[src/rtl/vga_pkg.sv]
// Shared definitions for the VGA scanout path.
//   - 640x480@60 raster timing constants
//   - source framebuffer geometry (320x240, 4 bpp, two pixels per byte)
//   - colour and palette-index types
package vga_pkg;

    localparam int H_DISPLAY = 640;
    localparam int H_TOTAL   = 800;
    localparam int V_DISPLAY = 480;
    localparam int V_TOTAL   = 525;

    localparam int FB_STRIDE = 160;   // bytes per source line
    localparam int SRC_W     = 320;
    localparam int SRC_H     = 240;

    typedef struct packed {
        logic [3:0] r;
        logic [3:0] g;
        logic [3:0] b;
    } rgb12_t;

    typedef logic [3:0] pal_idx_t;

endpackage

[src/rtl/vga_palette.sv]
// 16-entry colour look-up table.
//   clk, rst_n  : clock, asynchronous active-low clear of every entry
//   we/waddr/wdata : write port, entry updates on the clock edge
//   raddr/rdata : combinational read port; a read in the same cycle as a
//                 write to the same entry returns the old contents
module vga_palette
    import vga_pkg::*;
#(
    parameter int RGB_W = 12
) (
    input  logic             clk,
    input  logic             rst_n,
    input  logic             we,
    input  pal_idx_t         waddr,
    input  logic [RGB_W-1:0] wdata,
    input  pal_idx_t         raddr,
    output logic [RGB_W-1:0] rdata
);

    logic [RGB_W-1:0] entries [16];

    // NOTE: the table is small enough to live in flops, so it can be cleared
    // on reset; a true RAM macro could not be reset this way.
    always_ff @(posedge clk or negedge rst_n) begin
        if (!rst_n) begin
            for (int i = 0; i < 16; i++) begin
                entries[i] <= '0;
            end
        end else if (we) begin
            entries[waddr] <= wdata;
        end
    end

    assign rdata = entries[raddr];

endmodule

[src/rtl/vga_scanout.sv]
// Pixel stage behind the 640x480@60 timing generator.
// Reads a 320x240 4bpp framebuffer (1-cycle synchronous read), doubles each
// source pixel 2x2, maps it through a writable palette and drives 12-bit RGB.
//   clk_25mhz, reset         : pixel clock, asynchronous active-low reset
//   hsync_in/vsync_in/h_count/v_count/display_enable : raster timing in
//   test_mode                : colour bars instead of framebuffer data
//   fb_rd_en/fb_addr/fb_data : framebuffer read port
//   pal_we/pal_addr/pal_data : palette write port
//   hsync/vsync/de/rgb/frame_start : outputs, all PIPE_LAT cycles behind input
module vga_scanout
    import vga_pkg::pal_idx_t;
#(
    parameter int FB_ADDR_W = 16,
    parameter int FB_STRIDE = vga_pkg::FB_STRIDE,
    parameter int PIPE_LAT  = 3,
    parameter int RGB_W     = 12
) (
    input  logic                 clk_25mhz,
    input  logic                 reset,
    input  logic                 hsync_in,
    input  logic                 vsync_in,
    input  logic [9:0]           h_count,
    input  logic [9:0]           v_count,
    input  logic                 display_enable,
    input  logic                 test_mode,
    output logic                 fb_rd_en,
    output logic [FB_ADDR_W-1:0] fb_addr,
    input  logic [7:0]           fb_data,
    input  logic                 pal_we,
    input  logic [3:0]           pal_addr,
    input  logic [RGB_W-1:0]     pal_data,
    output logic                 hsync,
    output logic                 vsync,
    output logic                 de,
    output logic [RGB_W-1:0]     rgb,
    output logic                 frame_start
);

    // Source coordinates: every source pixel covers 2x2 output pixels.
    logic [8:0] sx;
    logic [8:0] sy;
    assign sx = h_count[9:1];
    assign sy = v_count[9:1];

    logic unused_lsbs;
    assign unused_lsbs = ^{h_count[0], v_count[0]};

    logic [FB_ADDR_W-1:0] line_base;
    generate
        if (FB_STRIDE == 160) begin : g_stride_shift
            // 160 = 128 + 32, so the multiply collapses to two shifts and an add.
            assign line_base = (FB_ADDR_W'(sy) << 7) + (FB_ADDR_W'(sy) << 5);
        end else begin : g_stride_mul
            assign line_base = FB_ADDR_W'(sy * FB_STRIDE);
        end
    endgenerate

    // Timing side-band delay lines; bit 0 is the newest sample.
    logic [PIPE_LAT-1:0] hs_q;
    logic [PIPE_LAT-1:0] vs_q;
    logic [PIPE_LAT-1:0] de_q;
    logic [PIPE_LAT-1:0] fs_q;

    logic frame_origin;
    assign frame_origin = (h_count == 10'd0) && (v_count == 10'd0);

    // Pixel-select side-band: stage 0 travels with fb_addr, stage 1 lines up
    // with fb_data coming back from the memory.
    logic     nib_s0, nib_s1;
    logic     tm_s0,  tm_s1;
    pal_idx_t bar_s0, bar_s1;

    // NOTE: all state uses non-blocking assignments so every register samples
    // the values from before the edge, regardless of statement order.
    always_ff @(posedge clk_25mhz or negedge reset) begin
        if (!reset) begin
            hs_q     <= '0;
            vs_q     <= '0;
            de_q     <= '0;
            fs_q     <= '0;
            fb_addr  <= '0;
            fb_rd_en <= 1'b0;
            nib_s0   <= 1'b0;
            tm_s0    <= 1'b0;
            bar_s0   <= '0;
            nib_s1   <= 1'b0;
            tm_s1    <= 1'b0;
            bar_s1   <= '0;
        end else begin
            hs_q     <= {hs_q[PIPE_LAT-2:0], hsync_in};
            vs_q     <= {vs_q[PIPE_LAT-2:0], vsync_in};
            de_q     <= {de_q[PIPE_LAT-2:0], display_enable};
            fs_q     <= {fs_q[PIPE_LAT-2:0], frame_origin};
            // Address keeps tracking in blanking; only the strobe is gated.
            fb_addr  <= line_base + FB_ADDR_W'(sx[8:1]);
            fb_rd_en <= display_enable & ~test_mode;
            nib_s0   <= sx[0];
            tm_s0    <= test_mode;
            bar_s0   <= h_count[9:6];
            nib_s1   <= nib_s0;
            tm_s1    <= tm_s0;
            bar_s1   <= bar_s0;
        end
    end

    pal_idx_t pix_idx;

    // NOTE: give every always_comb output a default first so no path leaves
    // it unassigned, which would otherwise infer a latch.
    always_comb begin
        pix_idx = bar_s1;
        if (!tm_s1) begin
            pix_idx = nib_s1 ? fb_data[7:4] : fb_data[3:0];
        end
    end

    logic [RGB_W-1:0] pal_colour;

    vga_palette #(
        .RGB_W (RGB_W)
    ) u_palette (
        .clk   (clk_25mhz),
        .rst_n (reset),
        .we    (pal_we),
        .waddr (pal_addr),
        .wdata (pal_data),
        .raddr (pix_idx),
        .rdata (pal_colour)
    );

    // de_q[PIPE_LAT-2] is the enable belonging to the pixel now in pix_idx.
    always_ff @(posedge clk_25mhz or negedge reset) begin
        if (!reset) begin
            rgb <= '0;
        end else begin
            rgb <= de_q[PIPE_LAT-2] ? pal_colour : '0;
        end
    end

    assign hsync       = hs_q[PIPE_LAT-1];
    assign vsync       = vs_q[PIPE_LAT-1];
    assign de          = de_q[PIPE_LAT-1];
    assign frame_start = fs_q[PIPE_LAT-1];

endmodule

[config.mk]
export PLATFORM = sky130hd
export DESIGN_NAME = vga_scanout
export DESIGN_NICKNAME = d
export VERILOG_FILES = /design/src/rtl/vga_pkg.sv /design/src/rtl/vga_palette.sv /design/src/rtl/vga_scanout.sv
export SDC_FILE = /design/constraint.sdc
export NUM_CORES = 1
export LEC_CHECK = 0
export CAP_MARGIN = 20
export CELL_PAD_IN_SITES_DETAIL_PLACEMENT = 1
export CELL_PAD_IN_SITES_GLOBAL_PLACEMENT = 1
export CORE_MARGIN = 5
export CORE_UTILIZATION = 49
export CTS_BUF_LIST = sky130_fd_sc_hd__clkbuf_4 sky130_fd_sc_hd__clkbuf_8
export DETAILED_ROUTE_END_ITERATION = 16
export DONT_BUFFER_PORTS = 1
export PLACE_DENSITY_LB_ADDON = 0.2
export SYNTH_ARGS = -nofsm -noshare
export SYNTH_HDL_FRONTEND = slang
export SYNTH_SLANG_ARGS = --single-unit
[constraint.sdc]
create_clock -name clk_25mhz -period 1.75 [get_ports clk_25mhz]
set_input_delay 0.2625 -clock clk_25mhz [delete_from_list [all_inputs] [get_ports clk_25mhz]]
set_output_delay 0.2625 -clock clk_25mhz [all_outputs]
set_load 0.01 [all_outputs]
After elaboration in Yosys (flattened, before gate mapping). Cells that the tools add are included.

$add $sub $neg: 2. Magnitude comparators: 3. Mux-type cells: 9. Bitwise operators: 4. Reductions and logical operators: 4.

Operators by type and width (number): $bwmux W192 (1); $bmux W12 S4 (1); $demux W12 S4 (1); $mux W12 (4); $logic_not A10 Y1 (2); $add A16 B14 Y16 (1); $add A16 B8 Y16 (1); $ge A5 B5 Y1 const B (2); $not A4 Y5 (2); $mux W4 (2); $lt A5 B1 Y1 const B (1); $logic_and A1 B1 Y1 (2); $and A1 B1 Y1 (1); $not A1 Y1 (1).

Register bits after elaboration: 245. Bits of input ports: 51. Output and inout port bits: 33. Logic and storage cells: 51.

Depth between registers and ports, before layout.
Depth in word-level cells: 7. Mapped depth: 9. Mapped depth without buffers: 9.

Cells and area by module. Synthesis repeated with hierarchy kept, for this count alone.

Cell total of the unflattened synthesis: 692. Area, all modules: 10724.0 µm².

Modules (own cells, without submodules): vga_palette (instances 1, cells each 543, area each 8677.1 µm², sequential area each 4804.6 µm²); vga_scanout (instances 1, cells each 149, area each 2047.0 µm², sequential area each 1301.2 µm²).

Least setup slack after synthesis. Ideal clock, no wire load.

Path type: in2reg. Start: in h_count[9]. End: reg fb_addr[14]. Library setup time: 80 ps. Arrival time: 2183 ps. Data required time: 1670 ps. Setup slack: -513 ps. Cell stages on the path: 9. Buffers on the path: 0. Cells stage by stage: inv_1 > fa_1 > inv_1 > fa_1 > a21o_1 > a21oi_1 > o21ai_0 > o41ai_1 > xnor2_1.

Longest elaborated chain between the ends: 1.

RTL lines: from (decl) (RTL line vga_scanout.sv:22) `input logic [9:0] h_count,`; $add A16 B8 Y16 (RTL line vga_scanout.sv:95) `fb_addr <= line_base + FB_ADDR_W'(sx[8:1]);`; to (signal assigned) (RTL line vga_scanout.sv:95); to (decl) (RTL line vga_scanout.sv:27) `output logic [FB_ADDR_W-1:0] fb_addr,`.

Every way passes these cells. A chain may end at the register's enable or synchronous reset.

Worst setup path after layout.
Start: reg nib_s1. End: reg rgb[3].

Longest elaborated chain between the ends: 7.

RTL lines: from (decl) (RTL line vga_scanout.sv:69) `logic nib_s0, nib_s1;`; from (signal assigned) (RTL line vga_scanout.sv:100) `nib_s1 <= nib_s0;`; $mux W4 (RTL line vga_scanout.sv:113) `pix_idx = nib_s1 ? fb_data[7:4] : fb_data[3:0];`; $mux W4 (RTL line vga_scanout.sv:112) `if (!tm_s1) begin`; $not A4 Y5 (implied by the code) (RTL line vga_palette.sv:34) `assign rdata = entries[raddr];`; $bmux W12 S4 (RTL line vga_palette.sv:34); $mux W12 (implied by the code) (2 in series) (RTL line vga_palette.sv:34); $mux W12 (RTL line vga_scanout.sv:136) `rgb <= de_q[PIPE_LAT-2] ? pal_colour : '0;`; to (signal assigned) (RTL line vga_scanout.sv:136); to (decl) (RTL line vga_scanout.sv:35) `output logic [RGB_W-1:0] rgb,`.

Every way passes these cells. The select of a mux whose other input is x is not followed.

==> flow_summary_export.csv <==
group,metric,value,unit
synthesis,synth_cell_type_count,42,
clock_tree,clock_latency,0.55,ns
synthesis,syn_avg_cell_area,12.6,um2
status,violations,"hold timing, setup timing",
drt,firstDrtPassIters,4,
die,std_cell_rows,55,
status,status,"finished, violations left",
timing,hold_viol,244,
worst_setup_path,start_kind,"flip-flop",
timing,finalCritPeriodShare,117,%
timing,fin_ws,-0.302,ns
timing,min_period,2.05,ns
grt,use_met2,45.3,%
clock_tree,cts_made_buffers,43,
finish,drive_gt1_share,36.7,%
synthesis,yosysWarnings,0,
timing,worst_slew_pin_slew,0.726,ns
timing,finalSetupTns,-3.24,ns
synthesis,synth_cells,903,
grt,overflow,0,
timing,clock_skew,0.0226,ns
power_and_ir_drop,max-vdd-ir-drop,0.628,mV
synthesis,ys_ff_latch,244,
drt,vias_per_cell,6.20,
clock_tree,cts_tree,"yes",
die,initial_core_util,49.9,%
placement,dpl.hpwl,19.2,mm
synthesis,syn_nets,973,
placement,place_inst,1168,
drt,wirelength,33.4,mm
die,die_area,26300,um2
grt,grtUsageMet3,4.92,%
die,ios,84,
worst_setup_path,worstSetupPathType,"reg -> reg",
placement,numPortBuffers,0,
grt,grt_use_met1,31.3,%
timing,max_freq,487,MHz
drt,drcViolationCount,0,
clock_tree,cts_max_level,2,
hold_path,hold_class,"in -> async",
clock_tree,hold_buffers,36,
grt,grt_use_total,25.7,%
worst_setup_path,cp.required,2.16,ns
worst_setup_path,endpoint_kind,"flip-flop",
synthesis,synthFlopType,"dfrtp_1",
finish,syn_to_final_growth,21.1,%
die,placeableCoreArea,22700,um2
placement,gp_congestion,0.822,
die,fp.dieW,162,um
timing,max-slew-margin-rel,51.4,%
grt,antenna_found_initial,4,
drt,vias,8044,
worst_setup_path,crit_fanout,7,
synthesis,async_reset_ff_share,100,%
worst_setup_path,arrival,2.46,ns
grt,grt-busiest-layer,"met2",
timing,maxSlewViolCount,0,
clock_tree,clkTransAtPathRegs,0.06,ns
synthesis,yosysSeqAreaShare,53.9,%
power_and_ir_drop,power_per_cell_area,1190,nW/um2
grt,grt_pass1_wl,53.0,mm
drt,final_antenna_net_count,0,
drt,first_iter_violations,562,
timing,rsz0062_at_grt,"true",
synthesis,synth_edf_count,0,
power_and_ir_drop,power_leakage,0.00590,uW
grt,grt_pass1_vias,9218,
timing,finalHoldWorstSlack,-0.576,ns
finish,final_cells,1297,
synthesis,syn_area,11300,um2
clock_tree,cts_max_path_buffers,3,
die,fp.dieH,162,um
grt,grt_max_degree,245,
timing,final-setup-viol-count,12,
run,drv_cap,0,
clock_tree,cts_root_buffer,"clkbuf_8",
clock_tree,cts_sinks,244,
drt,wl_per_cell,25.7,um
finish,fin_nets,1044,
## path summary, 6_finish.rpt
check / slack [ns] / from / cells past startpoint / end
setup / recovery: -0.30 / nib_s1 / 7 / rgb[3]
hold / removal: -0.58 / reset / 0 / vs_q[2]
setup reg to reg: -0.30 / nib_s1 / 7 / rgb[3]
hold reg to reg: 0.34 / hs_q[0] / 0 / hs_q[1]
max in group asynchronous: 1.76 / reset / 0 / nib_s1
min in group clk_25mhz: 0.03 / v_count[8] / 2 / fb_addr[14]
## Yosys cell counts, types with 8 or more instances
library cell	instances	area [um2]
nand4_1	12	75.1
o21ai_0	40	200
o2111ai_1	36	315
inv_1	44	165
dfrtp_1	244	6110
a41oi_1	12	105
mux2i_1	51	510
nand2b_1	8	50.1
mux2_2	182	2050
nand2_1	45	169
clkbuf_1	58	218
nor2_1	19	71.3
ha_1	17	213
o211ai_1	62	465
## sequential cells by signal, summed over array words and instances, names as in the netlist, 3 cells and up
| name | flops |
|---|---|
| bar_s1 | 4 |
| fb_addr | 15 |
| rgb | 12 |
| de_q | 3 |
| bar_s0 | 4 |
| hs_q | 3 |
| fs_q | 3 |
| vs_q | 3 |
| u_palette.entries | 192 |
## critical path, cell delays in order, from the launching register on
cell      delay [ns]
dfrtp_2         0.44
mux2_4          0.34
o21ai_4         0.25
buf_12          0.20
buf_6           0.12
mux2i_2         0.22
mux2_4          0.21
o221ai_4        0.12
## metrics by stage
step | power [uW] | worst slack [ns] | hold WS, ns | cell area [um2] | utilization, %
2_1_floorplan | 9420 | -0.375 | -0.0331 | 11400 | -
3_3_place_gp | 9960 | -0.431 | -0.0260 | 12000 | 53.0
3_5_place_dp | 10300 | -0.539 | -0.0262 | 12000 | 53.0
4_1_cts | 16200 | -0.264 | -0.610 | 13600 | 60.0
5_1_grt | 17000 | -0.360 | -0.617 | 13700 | 60.4
6_report | 16300 | -0.302 | -0.576 | 13700 | 60.4
## cell type report
| type | instances | area, um2 |
|---|---|---|
| inverter | 44 | 173 |
| tap | 285 | 357 |
| multi-input combinational | 539 | 4950 |
| sequential | 244 | 6110 |
| fill | 2191 | 8980 |
| clock buffer | 69 | 868 |
| clock inverter | 10 | 57.6 |
| timing repair buffer | 102 | 1200 |
| antenna | 4 | 10.0 |
## repair_timing
item | CTS | global route
pin swaps | 6 | 6
gates cloned | 5 | 1
buffers inserted | 4 | 1
gates resized for setup | 25 | 19
hold endpoints to repair | 454 | 244
setup endpoints to repair | 12 | 14
## where the power goes
part	total, uW	internal (uW)	switching (uW)
sequential	7540	6820	723
combinational	3180	1710	1470
clock	5550	3150	2390
total	16300	11700	4590
## kinds of logic after synthesis
group | after synthesis | synth area share, %
flip-flops | 244 | 53.9
AND/OR/NAND/NOR | 103 | 4.26
buffers and inverters | 120 | 4.56
multiplexers | 234 | 22.7
adder cells (fa/ha/maj) | 19 | 2.23
XOR/XNOR | 7 | 0.541
AO/OA/AOI/OAI | 176 | 11.8
## cell usage in the layout, fill, tap and decap left out, types with 16 or more instances in the layout
| cell type | count |
|---|---|
| ha_1 | 16 |
| o21ai_0 | 38 |
| nand2_1 | 45 |
| buf_12 | 19 |
| nor2_1 | 19 |
| inv_1 | 41 |
| mux2i_1 | 41 |
| clkbuf_8 | 56 |
| o211ai_1 | 62 |
| dlygate4sd3_1 | 36 |
| dfrtp_1 | 242 |
| mux2_2 | 171 |
| o2111ai_1 | 33 |
| buf_4 | 40 |
## routing by layer
metal | vias to the layer above | wire [um]
met1 | 4248 | 13600
met3 | 78 | 1590
met5 | - | 0
met4 | 0 | 947
li1 | 3494 | -
met2 | 224 | 17300
No activity file was read; power rests on OpenSTA's default activity.
